===== src/rtl/uart_rx.sv =====
// 8N1 UART receiver: 2-flop synchronised line, start-edge detect, mid-bit sampling.
// rx_data is updated only on a correctly framed byte; rx_valid / frame_err are one-cycle strobes.
module uart_rx #(
    parameter int BAUD_DIV = 5208,
    parameter int HALF     = BAUD_DIV / 2
) (
    input  logic       clk,
    input  logic       rst,
    input  logic       rx,
    output logic [7:0] rx_data,
    output logic       rx_valid,
    output logic       frame_err,
    output logic       busy
);

    localparam int CW = $clog2(BAUD_DIV);
    localparam logic [CW-1:0] CNT_HALF = CW'(HALF - 1);
    localparam logic [CW-1:0] CNT_LAST = CW'(BAUD_DIV - 1);

    typedef enum logic [1:0] {
        IDLE  = 2'd0,
        START = 2'd1,
        DATA  = 2'd2,
        STOP  = 2'd3
    } state_t;

    state_t          state;
    logic            rx_meta;
    logic            rxs;
    logic            rxs_prev;
    logic [CW-1:0]   cnt;
    logic [2:0]      bit_cnt;
    logic [7:0]      shift_reg;

    // Synchroniser and edge history preset to the idle (high) line level.
    always_ff @(posedge clk or posedge rst) begin
        if (rst) begin
            rx_meta  <= 1'b1;
            rxs      <= 1'b1;
            rxs_prev <= 1'b1;
        end else begin
            rx_meta  <= rx;
            rxs      <= rx_meta;
            rxs_prev <= rxs;
        end
    end

    // Handshake: rx_valid is a single-cycle strobe with no backpressure; the
    // consumer must capture rx_data in that cycle (rx_data then holds until the
    // next good frame). frame_err is an equally short strobe and never overlaps it.
    always_ff @(posedge clk or posedge rst) begin
        if (rst) begin
            state     <= IDLE;
            cnt       <= '0;
            bit_cnt   <= 3'd0;
            shift_reg <= 8'h00;
            rx_data   <= 8'h00;
            rx_valid  <= 1'b0;
            frame_err <= 1'b0;
            busy      <= 1'b0;
        end else begin
            rx_valid  <= 1'b0;
            frame_err <= 1'b0;
            case (state)
                IDLE: begin
                    // Only a genuine 1->0 transition starts a frame, so a held break cannot retrigger.
                    if (rxs_prev && !rxs) begin
                        state <= START;
                        cnt   <= '0;
                        busy  <= 1'b1;
                    end
                end
                START: begin
                    if (cnt == CNT_HALF) begin
                        cnt <= '0;
                        if (!rxs) begin
                            state <= DATA;
                        end else begin
                            state <= IDLE;
                            busy  <= 1'b0;
                        end
                    end else begin
                        cnt <= cnt + 1'b1;
                    end
                end
                DATA: begin
                    if (cnt == CNT_LAST) begin
                        cnt                <= '0;
                        shift_reg[bit_cnt] <= rxs;
                        bit_cnt            <= bit_cnt + 3'd1;
                        if (bit_cnt == 3'd7) begin
                            state <= STOP;
                        end
                    end else begin
                        cnt <= cnt + 1'b1;
                    end
                end
                STOP: begin
                    // Leave at the stop mid-sample so a back-to-back start edge is not missed.
                    if (cnt == CNT_LAST) begin
                        cnt   <= '0;
                        state <= IDLE;
                        busy  <= 1'b0;
                        if (rxs) begin
                            rx_data  <= shift_reg;
                            rx_valid <= 1'b1;
                        end else begin
                            frame_err <= 1'b1;
                        end
                    end else begin
                        cnt <= cnt + 1'b1;
                    end
                end
                default: begin
                    state <= IDLE;
                    busy  <= 1'b0;
                end
            endcase
        end
    end

endmodule


===== config.mk =====
export PLATFORM = sky130hd
export DESIGN_NAME = uart_rx
export DESIGN_NICKNAME = d
export VERILOG_FILES = /design/src/rtl/uart_rx.sv
export SDC_FILE = /design/constraint.sdc
export NUM_CORES = 1
export LEC_CHECK = 0
export CAP_MARGIN = 20
export CORE_MARGIN = 2
export CORE_UTILIZATION = 51
export DETAILED_ROUTE_END_ITERATION = 8
export PLACE_DENSITY_LB_ADDON = 0.12
export SETUP_SLACK_MARGIN = 0.3
export SLEW_MARGIN = 40
export SYNTH_ARGS = -nofsm -noshare
export SYNTH_HDL_FRONTEND = slang
export SYNTH_SLANG_ARGS = --single-unit

===== constraint.sdc =====
create_clock -name clk -period 3 [get_ports clk]
set_input_delay 0.45 -clock clk [delete_from_list [all_inputs] [get_ports clk]]
set_output_delay 0.45 -clock clk [all_outputs]
set_load 0.05 [all_outputs]

==> results.json, run 1 <==
{
  "status": "complete, no violations",
  "grt_usage": 0.205,
  "design_area_mm2": 0.00230,
  "vias": 1475,
  "synth_nets": 203,
  "synth.top_cell.area_share": 0.450,
  "endpoint_kind": "flip-flop",
  "fin_crit_ns": 2.08,
  "syn_to_final_growth_pct": 11.9,
  "die_x_um": 67.5,
  "p_seq_frac": 0.486,
  "post_dp_cell_area_mm2": 0.00222,
  "post-route-period-util": 0.692,
  "drtIter0Drc": 77,
  "finClkSkew_ns": 0.00746,
  "avgSynthCellArea_um2": 10.4,
  "cts_max_level": 2,
  "worst_pin_slew_ns": 0.592,
  "die_h_um": 67.5,
  "synthTopCellsByArea": "dfrtp_1, mux2_2, nand2_1, dfstp_2, mux2_1",
  "power_mw": 1.37,
  "async_reset_ff_frac": 1.00,
  "drive_gt1_frac": 0.173,
  "setup_viol": 0,
  "netlist_instances": 197,
  "synthTopCellsByCount": "dfrtp_1, nand2_1, mux2_2, nor2_1, inv_1",
  "critPathTopFamily": "compound AO/OA/AOI/OAI gates",
  "n_antenna_cell": 0,
  "rsz0062_at_grt": "false",
  "path_buf_inv": 0,
  "tns_ns": 0,
  "postCtsHoldBufs": 0,
  "vdd_ir_drop_max_mv": 0.335,
  "dpl.hpwl_mm": 2.66,
  "synth_cell_types": 47,
  "drt_wl_total_mm": 3.84,
  "fin_nets": 213,
  "hold_viol": 0,
  "hp-class": "reg -> reg",
  "antenna_left": 0,
  "synth_seq_cells": 40,
  "ys.flop_type": "dfrtp_1",
  "wire_per_inst_um": 14.9,
  "fmax_mhz": 482,
  "total_leakage_power_nw": 1.03,
  "maxCapViolations": 0,
  "vias_per_cell": 5.72,
  "ios": 14,
  "crit_chain": "ha_1 -> and4b_1 -> a311oi_4 -> nor3_1 -> mux2_1",
  "portBuffers": 13,
  "rr_worst_depth": 5,
  "critPathMaxFanout": 14,
  "clockRootBuffer": "clkbuf_8",
  "largest_reg_flops": 13,
  "whs_ns": 0.361,
  "numCtsBuffers": 5,
  "grt_pass1_vias": 1387,
  "path_depth": 5,
  "whs_path_depth": 0,
  "p_clk_frac": 0.258,
  "p_sw_mw": 0.492,
  "yosys_warnings": 0,
  "pwr-share-comb": 0.256,
  "cts_tree": "yes",
  "critPathSlowestCell": "a311oi_4",
  "grt_max_degree": 41,
  "core_area_mm2": 0.00394,
  "cts.clk_slew.worst_paths_ns": 0.08,
  "gp_congestion": 0.831,
  "drc": 0,
  "dr.pass1.iters": 4,
  "grt-ovfl-total": 0,
  "synth_edf_count": 0,
  "post_cts_buffers": 0,
  "relSlewSlack": 0.606,
  "clock_latency_ns": 0.30,
  "yosysSeqAreaShare": 0.488,
  "cp.required_ns": 3.18,
  "start_kind": "flip-flop",
  "power_switching_share": 0.359,
  "final-max-slew-violation-count": 0,
  "slowest_delay_ns": 0.56,
  "seqCellArea_mm2": 0.00100,
  "initial_core_util": 0.522,
  "power.density_mw_per_mm2": 595,
  "crit_type": "reg -> reg",
  "die-area_mm2": 0.00456,
  "post_cts.resized_instances": 0,
  "multiInputGateArea_um2": 962,
  "syn_area_mm2": 0.00206,
  "startpoint": "cnt[0]",
  "yosysTopAreaCell": "dfrtp_1",
  "clock_sinks": 40,
  "critPathArrivalTime_ns": 2.26,
  "antenna_found_initial": 0,
  "rows": 23,
  "reg2reg_from": "cnt[0]",
  "p_int_mw": 0.879,
  "min_from": "rx_meta",
  "fillers": 321,
  "synth_most_common_cell": "dfrtp_1",
  "grt_pass1_wl_mm": 6.71,
  "cts_buffer_depth": 2
}
cells by family after synthesis:
kind of cell	after synthesis	synth area share
AOI/OAI and AO/OA	30	0.107
xor gates and xnor gates	2	0.00851
adders and majority gates	3	0.0182
buffers and inverters	22	0.0444
DFF	40	0.488
muxes	17	0.0930
and+or+nand+nor	83	0.241
stage by stage:
stage,util,setup slack [ns],cells
finish,0.584,0.924,258
global route,0.584,0.784,258
CTS,0.584,0.916,258
detailed placement,0.562,0.933,250
global placement,0.562,0.977,250
floorplan,-,1.19,197
per-layer routing:
layer  share of wire  GRT usage  vias to the layer above
li1                -          -                      727
met1            0.48      0.275                      705
met2            0.44      0.300                       35
met3           0.053     0.0650                        8
met4           0.023     0.0918                        0
met5               0          0                        -
placed cells by master, fill, tap and decap left out, drive strengths merged, types with 3 or more instances in the layout:
| cell type | count |
|---|---|
| ha | 3 |
| nor2 | 12 |
| clkbuf | 5 |
| o22ai | 6 |
| dfrtp | 37 |
| o21ai | 6 |
| clkdlybuf4s50 | 13 |
| nor4 | 6 |
| nand4 | 5 |
| nor2b | 3 |
| nor3 | 6 |
| mux2 | 17 |
| clkinv | 3 |
| buf | 3 |
| nand3 | 7 |
| dfstp | 3 |
| inv | 9 |
| nand2 | 30 |
area by class of cell:
class / count / share of cell area
multi-input combinational: 135 / 0.418
inverter: 9 / 0.0147
timing repair buffer: 16 / 0.0663
clock buffer: 5 / 0.0299
tap: 50 / 0.0272
clock inverter: 3 / 0.00815
sequential: 40 / 0.436
power by group through the flow:
stage | clock network, mW | registers (mW) | logic, mW
detailed placement | 0 | 0.677 | 0.354
finish | 0.353 | 0.667 | 0.351
global placement | 0 | 0.674 | 0.346
global route | 0.390 | 0.681 | 0.396
CTS | 0.368 | 0.666 | 0.355
floorplan | 0 | 0.653 | 0.289
worst register-to-register path, cell delays in order (launching register included):
cell      delay (ns)
dfrtp_1         0.41
ha_1            0.27
and4b_1         0.24
a311oi_4        0.56
nor3_1          0.15
mux2_1          0.33
final timing paths:
path / end / slack (ns)
setup / recovery: flip-flop / 0.92
max in group asynchronous: rxs_prev / 2.07
setup reg to reg: flip-flop / 0.92
hold / removal: rxs / 0.36
hold reg to reg: rxs / 0.36
min in group asynchronous: cnt[4] / 0.56
(Power assumes the default switching activity.)
==> inputs of run 2 (changes only) <==
Clock period 3 ns to 1.7 ns, I/O delays scaled along.
==> run 2 against run 1 <==
Compared with the run above:
- the flow now finishes with violations (negative setup slack)
- worst hold slack lost 0.053 ns
- largest power group is now combinational cells
- clock skew shrank 0.0019 ns
- worst setup slack lost 0.97 ns
- sequential power grew 69%
==> results.json, run 2 (synthesis gave the netlist of run 1 again) <==
{
  "die_h_um": 67.5,
  "dp_slack_ns": -0.107,
  "final_cells": 301,
  "final-max-slew-violation-count": 0,
  "whs_ns": 0.308,
  "wire_per_inst_um": 17.2,
  "fin_crit_ns": 1.75,
  "crit_chain": "ha_4 -> and4b_1 -> a311oi_4 -> buf_6 -> buf_6 -> o22ai_2 -> nand2_1",
  "grt.met3_usage": 0.0500,
  "core_area_mm2": 0.00394,
  "critPathMaxFanout": 5,
  "grtUsageMet1": 0.288,
  "slowest_delay_ns": 0.42,
  "relSlewSlack": 0.657,
  "die-area_mm2": 0.00456,
  "cts.clk_slew.worst_paths_ns": 0.08,
  "antenna_left": 0,
  "dpl.hpwl_mm": 3.06,
  "ios": 14,
  "grt_max_degree": 41,
  "fillers": 232,
  "vias_per_cell": 5.76,
  "drtIter0Drc": 149,
  "grt_pass1_vias": 1700,
  "vias": 1733,
  "clock_latency_ns": 0.29,
  "cts_buffer_depth": 2,
  "tns_ns": -0.366,
  "numCtsBuffers": 5,
  "power_mw": 3.41,
  "pwr-share-comb": 0.444,
  "endpoint_kind": "flip-flop",
  "startpoint": "cnt[1]",
  "p_int_mw": 2.19,
  "vdd_ir_drop_max_mv": 0.731,
  "crit_path_frequent_cell": "buf_6",
  "grtUsageMet2": 0.398,
  "design_area_mm2": 0.00297,
  "setup_ws_ns": -0.0493,
  "violations": "negative setup slack",
  "critPathArrivalTime_ns": 1.98,
  "maxCapViolations": 0,
  "n_antenna_cell": 0,
  "clockRootBuffer": "clkbuf_8",
  "drive_gt1_frac": 0.498,
  "dr.pass1.iters": 4,
  "drc": 0,
  "rr_worst_depth": 7,
  "gp_congestion": 0.859,
  "largest_reg_flops": 13,
  "critPathSlowestCell": "dfrtp_1",
  "multiInputGateArea_mm2": 0.00123,
  "postLayoutCoreUtil": 0.754,
  "hold_viol": 0,
  "p_seq_frac": 0.331,
  "postCtsHoldBufs": 0,
  "hp-class": "in -> async",
  "syn_to_final_growth_pct": 44.4,
  "gr-max-usage-layer": "met2",
  "total_leakage_power_nw": 1.40,
  "crit_type": "reg -> reg",
  "rr_endpoint": "cnt[3]",
  "clock_sinks": 40,
  "power_switching_share": 0.357,
  "cts_max_level": 2,
  "fin_nets": 256,
  "rsz0062_at_grt": "true",
  "mostFrequentLayoutCells": "buf_4, dfrtp_1, nand2_1, buf_6",
  "start_kind": "flip-flop",
  "mostFrequentLayoutCell": "buf_4",
  "worst_pin_slew_ns": 0.514,
  "portBuffers": 13,
  "grt-ovfl-total": 0,
  "grt_pass1_wl_mm": 7.82,
  "dp_cells": 278,
  "cp.required_ns": 1.93,
  "rrSetupSlack_ns": -0.05,
  "status": "complete, but fails checks",
  "cts_tree": "yes",
  "seqCellArea_mm2": 0.00101,
  "initial_core_util": 0.522,
  "p_clk_frac": 0.225,
  "antenna_found_initial": 0,
  "p_sw_mw": 1.22,
  "grt_usage": 0.232,
  "setup_viol": 13,
  "die_x_um": 67.5,
  "endpoint": "cnt[3]",
  "power.density_mw_per_mm2": 1150,
  "drt_wl_total_mm": 5.16,
  "post-route-period-util": 1.03,
  "fmax_mhz": 572,
  "reg2reg_from": "cnt[1]",
  "finClkSkew_ns": 0.00557,
  "post_dp_cell_area_mm2": 0.00245,
  "rows": 23
}
run 2: repair_timing:
action	4_1_cts	5_1_grt
endpoints found under the setup margin	37	37
pin swaps	11	16
gates cloned	1	0
setup buffers	7	7
gates resized for setup	32	35
run 2: power by group through the flow:
stage	Clock (mW)	Combinational, mW	Sequential, mW
3_5_place_dp	0	0.974	1.12
6_report	0.766	1.51	1.13
5_1_grt	0.820	1.61	1.13
4_1_cts	0.783	1.18	1.12
2_1_floorplan	0	0.547	1.16
3_3_place_gp	0	0.945	1.11
run 2: final cells by class:
class,instances,area share
Clock buffer,5,0.0231
Clock inverter,3,0.0143
Inverter,9,0.0114
Multi-Input combinational cell,135,0.415
Sequential cell,40,0.338
Tap cell,50,0.0210
Timing Repair Buffer,59,0.177
run 2: how the worst min path moves through the flow:
| stage | endpoint | cells after the start |
|---|---|---|
| finish | cnt[6] | 3 |
| global route | cnt[6] | 3 |
| CTS | cnt[6] | 3 |
| detailed placement | rxs | 0 |
| global placement | rxs | 0 |
| floorplan | rx_meta | 0 |
run 2: worst max-delay path: cells and delay by family (launching register included):
family                   cells  cell delay [ns]
AND/OR/NAND/NOR              2             0.29
AO/OA/AOI/OAI                2             0.45
buffers and inverters        2             0.34
flip-flops                   1             0.42
adder cells (fa/ha/maj)      1             0.18
run 2: metal layers:
metal,wire (um),up-vias
li1,-,815
met1,2220,857
met2,2630,51
met3,225,10
met4,94,0
met5,0,-
==> inputs of run 3 (changes only) <==
Clock period 1.7 ns to 2.15 ns, I/O delays scaled along.
==> run 3 against run 2 <==
Compared with the run above:
- the flow now finishes without violations
- total power shrank 36%
- critical path depth decreased by 2
- core utilization fell by 12 points
- first-iteration DRC count fell by 50%
- design area fell by 16%
- clock power fell by 21%
- critical path type unchanged
- largest cell class unchanged
==> results.json, run 3 (synthesis gave the netlist of run 1 again) <==
{
  "status": "complete, no violations",
  "antenna_left": 0,
  "die_x_um": 67.5,
  "hold_viol": 0,
  "die_h_um": 67.5,
  "grt_pass1_vias": 1489,
  "min_from": "rx_meta",
  "grt_pass1_wl_mm": 6.92,
  "ios": 14,
  "numCtsBuffers": 5,
  "whs_path_depth": 0,
  "p_seq_frac": 0.431,
  "antenna_found_initial": 0,
  "initial_core_util": 0.522,
  "relSlewSlack": 0.668,
  "grt_max_degree": 41,
  "power_switching_share": 0.341,
  "drtIter0Drc": 75,
  "drive_gt1_frac": 0.262,
  "dr.pass1.iters": 6,
  "total_leakage_power_nw": 1.10,
  "n_antenna_cell": 0,
  "syn_to_final_growth_pct": 20.9,
  "vdd_ir_drop_max_mv": 0.498,
  "grt_usage": 0.210,
  "portBuffers": 13,
  "fin_nets": 226,
  "final-max-slew-violation-count": 0,
  "fin_crit_ns": 1.83,
  "drt_wl_total_mm": 4.24,
  "clockRootBuffer": "clkbuf_8",
  "slowest_delay_ns": 0.49,
  "cts_buffer_depth": 2,
  "crit_type": "reg -> reg",
  "p_int_mw": 1.43,
  "power.density_mw_per_mm2": 872,
  "rsz0062_at_grt": "true",
  "critPathSlowestCell": "dfrtp_2",
  "vias_per_cell": 5.77,
  "worst_pin_slew_ns": 0.496,
  "clock_sinks": 40,
  "tns_ns": 0,
  "grt-ovfl-total": 0,
  "pwr-share-comb": 0.288,
  "start_kind": "flip-flop",
  "rr_endpoint": "shift_reg[4]",
  "endpoint_kind": "flip-flop",
  "rr_worst_depth": 5,
  "dpl.hpwl_mm": 2.78,
  "critPathArrivalTime_ns": 2.02,
  "hold_end": "rxs",
  "rows": 23,
  "vias": 1564,
  "hp-class": "reg -> reg",
  "p_clk_frac": 0.280,
  "cts_tree": "yes",
  "rrSetupSlack_ns": 0.32,
  "core_area_mm2": 0.00394,
  "crit_chain": "nor4_4 -> buf_4 -> nand4_4 -> nor4b_2 -> mux2_2",
  "cts_max_level": 2,
  "finClkSkew_ns": 0.00780,
  "reg2reg_from": "cnt[3]",
  "mostFrequentLayoutCell": "dfrtp_1",
  "gp_congestion": 0.861,
  "clock_latency_ns": 0.30,
  "setup_viol": 0,
  "largest_reg_flops": 13,
  "mostFrequentLayoutCells": "dfrtp_1, nand2_1, buf_4, clkdlybuf4s50_1, mux2_2",
  "die-area_mm2": 0.00456,
  "drc": 0,
  "post-route-period-util": 0.850,
  "critPathMaxFanout": 8,
  "maxCapViolations": 0,
  "wire_per_inst_um": 15.6,
  "cts.clk_slew.worst_paths_ns": 0.08,
  "fmax_mhz": 547,
  "cp.required_ns": 2.34,
  "p_sw_mw": 0.740,
  "whs_ns": 0.363
}
run 3: area by class of cell:
| type | instances | area, um2 |
|---|---|---|
| fill | 307 | 1450 |
| multi-input combinational | 135 | 1010 |
| sequential | 40 | 1010 |
| timing repair buffer | 29 | 263 |
| clock buffer | 6 | 72.6 |
| tap | 50 | 62.6 |
| clock inverter | 2 | 35.0 |
| inverter | 9 | 33.8 |
run 3: worst max-delay path by stage:
stage          startpoint            to  cells past startpoint
3_5_place_dp       cnt[0]  shift_reg[2]                      5
3_3_place_gp       cnt[0]  shift_reg[2]                      5
5_1_grt            cnt[3]  shift_reg[4]                      5
4_1_cts            cnt[8]  shift_reg[2]                      4
6_report           cnt[3]  shift_reg[4]                      5
2_1_floorplan      cnt[7]  shift_reg[2]                      5
run 3: critical path: cells and delay by family (launching register included):
kind                   cells  cell delay, ns
AND/OR/NAND/NOR            3            0.68
buffers and inverters      1            0.18
flip-flops                 1            0.49
multiplexers               1            0.37
run 3: timing repair:
action	4_1_cts	5_1_grt
gates resized for setup	7	8
setup endpoints to repair	9	18
buffers inserted	2	5
pin swaps	2	4
hold buffers	0	0
run 3: routing by layer:
metal | track usage | part of all wire
met1 | 0.278 | 0.47
met2 | 0.321 | 0.47
met3 | 0.0467 | 0.030
met4 | 0.110 | 0.022
met5 | 0 | 0
run 3: power by group through the flow:
| stage | sequential (mW) | combinational [mW] | clock, mW |
|---|---|---|---|
| 6_report | 0.936 | 0.625 | 0.608 |
| 5_1_grt | 0.949 | 0.686 | 0.641 |
| 4_1_cts | 0.933 | 0.558 | 0.622 |
| 3_5_place_dp | 0.939 | 0.535 | 0 |
| 3_3_place_gp | 0.933 | 0.520 | 0 |
| 2_1_floorplan | 0.911 | 0.403 | 0 |
run 3: metrics by stage:
stage | worst slack (ns) | cell area [um2] | util | cells | power (mW)
floorplan | 0.343 | 2060 | - | 197 | 1.31
detailed placement | 0.133 | 2260 | 0.573 | 256 | 1.47
global route | 0.246 | 2490 | 0.631 | 271 | 2.28
finish | 0.323 | 2490 | 0.631 | 271 | 2.17
global placement | 0.217 | 2260 | 0.573 | 256 | 1.45
CTS | 0.311 | 2420 | 0.613 | 266 | 2.11
